<file path="src/rtl/dma_pkg.sv">
// Shared types and constants for the DMA controller.
// Command bit positions, channel count and arbiter state encoding.
package dma_pkg;

   localparam int NUM_CH         = 4;
   localparam int CMD_DISABLE    = 2;
   localparam int CMD_ROTATE     = 4;
   localparam int CMD_DREQ_SENSE = 6;
   localparam int CMD_DACK_SENSE = 7;

   typedef enum logic [1:0] {
      IDLE  = 2'd0,
      REQ   = 2'd1,
      GRANT = 2'd2
   } prState_t;

endpackage

</file>
<file path="src/rtl/dma_reg_if.sv">
// Register bundle shared by the datapath (writer)
// and the priority resolver (reader).
interface DmaRegIf;

   logic [7:0] commandReg;
   logic [7:0] requestReg;
   logic [7:0] maskReg;

   modport DP (
      output commandReg,
      output requestReg,
      output maskReg
   );

   modport PR (
      input commandReg,
      input requestReg,
      input maskReg
   );

endinterface

</file>
<file path="src/rtl/dma_rotate_arbiter.sv">
// Combinational 4-way arbiter, fixed or rotating priority.
// Shared with timing control for mem-to-mem arbitration.
module dma_rotate_arbiter
   import dma_pkg::*;
(
   input  logic [NUM_CH-1:0] req_i,
   input  logic [1:0]        ptr_i,
   input  logic              rotate_i,
   output logic [1:0]        win_o,
   output logic              any_o
);

   logic [1:0] start;
   logic [1:0] idx;

   // Scan from lowest priority up so the highest-priority hit wins last
   always_comb begin
      start = rotate_i ? ptr_i : 2'd0;
      win_o = start;
      idx   = start;
      for (int k = NUM_CH - 1; k >= 0; k--) begin
         idx = start + 2'(k);
         if (req_i[idx]) win_o = idx;
      end
   end

   // Any-request flag
   always_comb any_o = |req_i;

endmodule

</file>
<file path="src/rtl/dma_priority_resolver.sv">
// Channel arbitration: HRQ/HLDA handshake and single-channel DACK grant.
// Grant persists until service done or host abort.
module dma_priority_resolver #(
   parameter int NUM_CH = 4
) (
   input  logic              CLK,
   input  logic              RESET,
   DmaRegIf.PR               regs,
   input  logic [NUM_CH-1:0] dreq,
   input  logic              hlda,
   input  logic              svcDone,
   output logic              hrq,
   output logic [NUM_CH-1:0] dack,
   output logic [1:0]        activeCh,
   output logic              grantValid
);

   import dma_pkg::*;

   prState_t          state_q, state_d;
   logic [1:0]        winCh_q, winCh_d;
   logic [1:0]        prioPtr_q, prioPtr_d;
   logic [NUM_CH-1:0] gnt_q, gnt_d;
   logic [NUM_CH-1:0] effReq;
   logic [1:0]        arbWin;
   logic              arbAny;
   logic              unused_bits;

   // Effective request: sensed DREQ gated by mask, plus software request
   always_comb begin
      effReq = ((dreq ^ {NUM_CH{regs.commandReg[CMD_DREQ_SENSE]}})
                & ~regs.maskReg[NUM_CH-1:0])
               | regs.requestReg[NUM_CH-1:0];
      if (regs.commandReg[CMD_DISABLE]) effReq = '0;
   end

   // Register bits this block does not consume
   always_comb unused_bits = ^{regs.commandReg[5], regs.commandReg[3],
                               regs.commandReg[1:0],
                               regs.requestReg[7:NUM_CH],
                               regs.maskReg[7:NUM_CH]};

   dma_rotate_arbiter u_arb (
      .req_i    (effReq),
      .ptr_i    (prioPtr_q),
      .rotate_i (regs.commandReg[CMD_ROTATE]),
      .win_o    (arbWin),
      .any_o    (arbAny)
   );

   // State, winner, pointer and grant registers
   always_ff @(posedge CLK) begin
      if (!RESET) begin
         state_q   <= IDLE;
         winCh_q   <= 2'd0;
         prioPtr_q <= 2'd0;
         gnt_q     <= '0;
      end else begin
         state_q   <= state_d;
         winCh_q   <= winCh_d;
         prioPtr_q <= prioPtr_d;
         gnt_q     <= gnt_d;
      end
   end

   // Next-state: winner latched once in IDLE, held through REQ/GRANT
   always_comb begin
      state_d   = state_q;
      winCh_d   = winCh_q;
      prioPtr_d = prioPtr_q;
      unique case (state_q)
         IDLE: begin
            if (arbAny) begin
               state_d = REQ;
               winCh_d = arbWin;
            end
         end
         REQ: begin
            if (hlda)                  state_d = GRANT;
            else if (!effReq[winCh_q]) state_d = IDLE;
         end
         GRANT: begin
            if (svcDone) begin
               state_d   = IDLE;
               prioPtr_d = winCh_q + 2'd1;
            end else if (!hlda) begin
               state_d = IDLE;
            end
         end
         default: state_d = IDLE;
      endcase
      gnt_d = '0;
      if (state_d == GRANT) gnt_d[winCh_d] = 1'b1;
   end

   // Outputs: DACK polarity applied combinationally
   always_comb begin
      dack       = gnt_q ^ {NUM_CH{~regs.commandReg[CMD_DACK_SENSE]}};
      hrq        = (state_q != IDLE);
      activeCh   = winCh_q;
      grantValid = (state_q == GRANT);
   end

endmodule

</file>
<file path="src/flat_wrapper.sv">
// flat-port wrapper written by rule: the top's interface ports become plain ports
module dma_priority_resolver_flat import dma_pkg::*;
#(
   parameter int NUM_CH = 4
)
  (CLK, RESET, dreq, hlda, svcDone, hrq, dack, activeCh, grantValid, regs_commandReg, regs_requestReg, regs_maskReg);
  DmaRegIf regs_i ();
  input  logic CLK;
  input  logic RESET;
  input  logic [NUM_CH-1:0] dreq;
  input  logic hlda;
  input  logic svcDone;
  output logic hrq;
  output logic [NUM_CH-1:0] dack;
  output logic [1:0] activeCh;
  output logic grantValid;
  input wire logic [$bits(regs_i.commandReg)-1:0] regs_commandReg;
  input wire logic [$bits(regs_i.requestReg)-1:0] regs_requestReg;
  input wire logic [$bits(regs_i.maskReg)-1:0] regs_maskReg;
  assign regs_i.commandReg = regs_commandReg;
  assign regs_i.requestReg = regs_requestReg;
  assign regs_i.maskReg = regs_maskReg;
  dma_priority_resolver #(.NUM_CH(NUM_CH)) u_core (.CLK(CLK), .RESET(RESET), .regs(regs_i), .dreq(dreq), .hlda(hlda), .svcDone(svcDone), .hrq(hrq), .dack(dack), .activeCh(activeCh), .grantValid(grantValid));
endmodule
</file>
<file path="config.mk">
export PLATFORM = sky130hd
export DESIGN_NAME = dma_priority_resolver_flat
export DESIGN_NICKNAME = d
export VERILOG_FILES = /design/src/rtl/dma_pkg.sv /design/src/rtl/dma_reg_if.sv /design/src/rtl/dma_rotate_arbiter.sv /design/src/rtl/dma_priority_resolver.sv /design/src/flat_wrapper.sv
export SDC_FILE = /design/constraint.sdc
export NUM_CORES = 1
export LEC_CHECK = 0
export ABC_AREA = 1
export ABC_CLOCK_PERIOD_IN_PS = 1900
export CAP_MARGIN = 25
export CORE_UTILIZATION = 40
export DETAILED_ROUTE_END_ITERATION = 10
export HOLD_SLACK_MARGIN = 0.12
export MAX_ROUTING_LAYER = met4
export PLACE_DENSITY = 0.86
export RECOVER_POWER = 100
export SYNTH_ARGS = -nofsm -noshare
export SYNTH_HDL_FRONTEND = slang
export SYNTH_SLANG_ARGS = --single-unit
</file>
<file path="constraint.sdc">
create_clock -name CLK -period 1.9 [get_ports CLK]
set_input_delay 0.57 -clock CLK [delete_from_list [all_inputs] [get_ports CLK]]
set_output_delay 0.57 -clock CLK [all_outputs]
set_load 0.01 [all_outputs]
</file>
==> key figures <==
Run status
  – Status: finished clean

Layout
  – Utilization after layout: 73.02%
  – Storage element area: approximately 200 um2
  – Post-route cell area: 1433 um2
  – Multi-input gate area: 644.4 um2
  – Final net count: 222
  – Final antenna diode count: 0
  – Share of cells above drive strength 1: between 40% and 50%
  – P&R area growth vs syn: 70.13%
  – Fill cells: around 160

Critical path
  – CP bufs+invs: 2
  – Crit start category: register
  – CP arrival: 1.27 ns
  – Crit-path max FO: 3
  – Required time worst endpoint: 1.33 ns
  – Critical path type: reg2out
  – Family with the most delay on the worst path: buffers and inverters
  – Crit-path cells: nor2_2, inv_1, clkdlybuf4s50_1
  – CP max stage cell: clkdlybuf4s50_1
  – Crit. End Element: output port
  – Reg2Reg Depth: 15
  – CP peak stage delay: 0.52 ns
  – Critical path depth: 3

Timing
  – Setup violators final: 0
  – Final hold violations: 0
  – Post-route clock period utilization: a little over nine tenths
  – Worst relative slew slack: 84.40%
  – Clock skew: 0.007528 ns
  – Sum Neg Setup Slack: 0 ns
  – Maximum clock frequency: about 540 MHz
  – Slack of the critical path: 0.06270 ns
  – Min Tclk post-route: 1.837 ns
  – Worst Tran Pin Value: 0.2340 ns
  – Max Slew Vio Count: 0

GRT
  – Initial antenna violation count: 0
  – Global-route wire length before repair: around 3700 um
  – GRT Total Usage: 23.83%
  – Grt total ovfl: 0
  – Pin count of the biggest net entering global routing: 11
  – Vias in the first global route: 987

Placement
  – Placed instance area: 1225 um2
  – DP HPWL: 1732 um
  – Placement Setup Slack: -0.5458 ns
  – Port Buffer Count: 27
  – Routability cong.: 0.7897

Floorplanning
  – I/O pin cnt: 40
  – Die Wd: 47.88 um
  – Die area: between 2000 and 2500 um2
  – Core area: 1962 um2
  – Die Ht: 47.88 um
  – # rows: 16
  – Initial core utilization: approximately 43%

Yosys
  – Yosys reg bits: 10
  – Ys flop type: dfxtp_1
  – Post-synth EDFFs: 0
  – Count leader, synth: nand2_1
  – Synth Cell Area: 842.1 um2
  – Synth top area cells: dfxtp_1, nand2_1, nand3_1, inv_1, nand2_2
  – Sequential share of the synthesized area: 23.77%
  – Post-synth cell types: 19
  – Post-synth top area share: 23.77%
  – Asr flop ratio synth: 0%
  – Synth Area per Inst: 5.930 um2
  – Net count after synthesis: 174
  – Count of mapped cells out of synthesis: 142
  – Commonest cells in the netlist: nand2_1, inv_1, nand3_1
  – Post-synth top area cell: dfxtp_1
  – Yosys Warn Count: 0

Power and ir drop
  – Power per Cell Area: ~520 nW/um2
  – Peak VDD IR: around 520 uV
  – Static leakage: 0.7546 nW

Clock tree
  – Clock root cell: clkbuf_4
  – Num CTS Buffers: 3
  – Worst-path clk slew: roughly 0.07 ns
  – Max Root-Sink Buffers: 2
  – Hold-fix buffers, CTS: 0
  – CTS tree: built
  – Worst-Skew Late Latency: 0.28 ns
  – H-tree level count: 1
  – CTS sink count: 10

Drt
  – Post-DR vias/cell: 4.833
  – DRT Pass-1 Iters: 4
  – Total number of vias: 1044
  – Initial DRC count: 26
  – Drt total wl: 2426 um
  – DR WL/cell: approximately 11 um
  – DRC viols: 0
  – ANT nets after route: 0

Worst hold path
  – Worst hold path class: reg2reg
  – Hold depth: 2

Run
  – Max cap viols: 0
## path summary, 6_finish.rpt
| check | start | slack, ns | endpoint |
|---|---|---|---|
| max | u_core.state_q[0] | 0.06 | hrq |
| min | u_core.prioPtr_q[1] | 0.54 | u_core.prioPtr_q[1] |
| max reg2reg | u_core.prioPtr_q[0] | 0.21 | u_core.gnt_q[2] |
| min reg2reg | u_core.prioPtr_q[1] | 0.54 | u_core.prioPtr_q[1] |
## placed cells by master, fill, tap and decap left out
| master | count |
|---|---|
| nor3_1 | 1 |
| clkdlybuf4s15_1 | 2 |
| clkbuf_2 | 1 |
| inv_1 | 15 |
| buf_4 | 17 |
| dlymetal6s2s_1 | 5 |
| nand2_2 | 20 |
| nand3_2 | 12 |
| a21oi_1 | 6 |
| clkdlybuf4s50_1 | 7 |
| o21ai_0 | 1 |
| nor2_2 | 1 |
| a21oi_2 | 1 |
| nand2_1 | 30 |
| clkdlybuf4s15_2 | 1 |
| o2111ai_1 | 1 |
| nand3_1 | 8 |
| nor2_1 | 10 |
| dlygate4sd3_1 | 1 |
| o21ai_4 | 1 |
| dlygate4sd2_1 | 10 |
| xnor2_1 | 4 |
| a21oi_4 | 1 |
| nand2_4 | 3 |
| inv_2 | 11 |
| dfxtp_1 | 10 |
| o21ai_2 | 1 |
| bufinv_8 | 1 |
| clkbuf_8 | 1 |
| clkbuf_4 | 3 |
| nand3_4 | 2 |
| clkinv_4 | 1 |
## stage by stage
stage	power [mW]	hold WS (ns)	cells
5_1_grt	0.7879	0.5615	216
6_report	0.7435	0.5362	216
2_1_floorplan	0.3904	0.4622	142
4_1_cts	0.7211	0.5006	212
3_3_place_gp	0.5065	0.4808	206
3_5_place_dp	0.5166	0.4896	206
## kinds of logic after synthesis
| logic type | share of synthesized area (%) |
|---|---|
| and+or+nand+nor | 47.25 |
| buffers and inverters | 14.56 |
| AOI/OAI and AO/OA | 10.25 |
| DFF | 23.77 |
| xor gates and xnor gates | 4.160 |
## report_power, final
part           internal [mW]  switching [mW]
combinational          0.144           0.166
clock                  0.117          0.0818
sequential             0.223          0.0123
total                  0.484           0.260
## layout make-up
cell class	instances	share of cell area (%)
flip-flops and latches	10	13.97
inverters	28	8.646
multi-input cells	103	44.98
well taps	27	2.358
repair buffers	44	27.51
clock buffers	4	2.533
## what timing repair did
item,in CTS,in global routing
gates cloned,0,0
endpoints found under the hold margin,0,0
setup buffers,2,4
resized for setup,32,33
pin swaps,16,19
endpoints found under the setup margin,12,8
## layer usage
metal  routed length, um  vias to the layer above  global-route usage, %
li1                    -                      533                      -
met1                 919                      481                  22.32
met2                1401                       23                  46.49
met3                  58                        7                  2.642
met4                  46                        0                  12.22
met5                   0                        -                      -
## sequential cells by signal, summed over array words and instances, names as in the netlist
register          flops
u_core.gnt_q          4
u_core.activeCh       2
u_core.prioPtr_q      2
u_core.state_q        2
## worst min-delay path: cells and delay by family, from the launching register on
kind	cells	cell delay, ns
flops	1	0.31
buf+inv	1	0.11
compound gates	1	0.07
(Power assumes the default switching activity.)
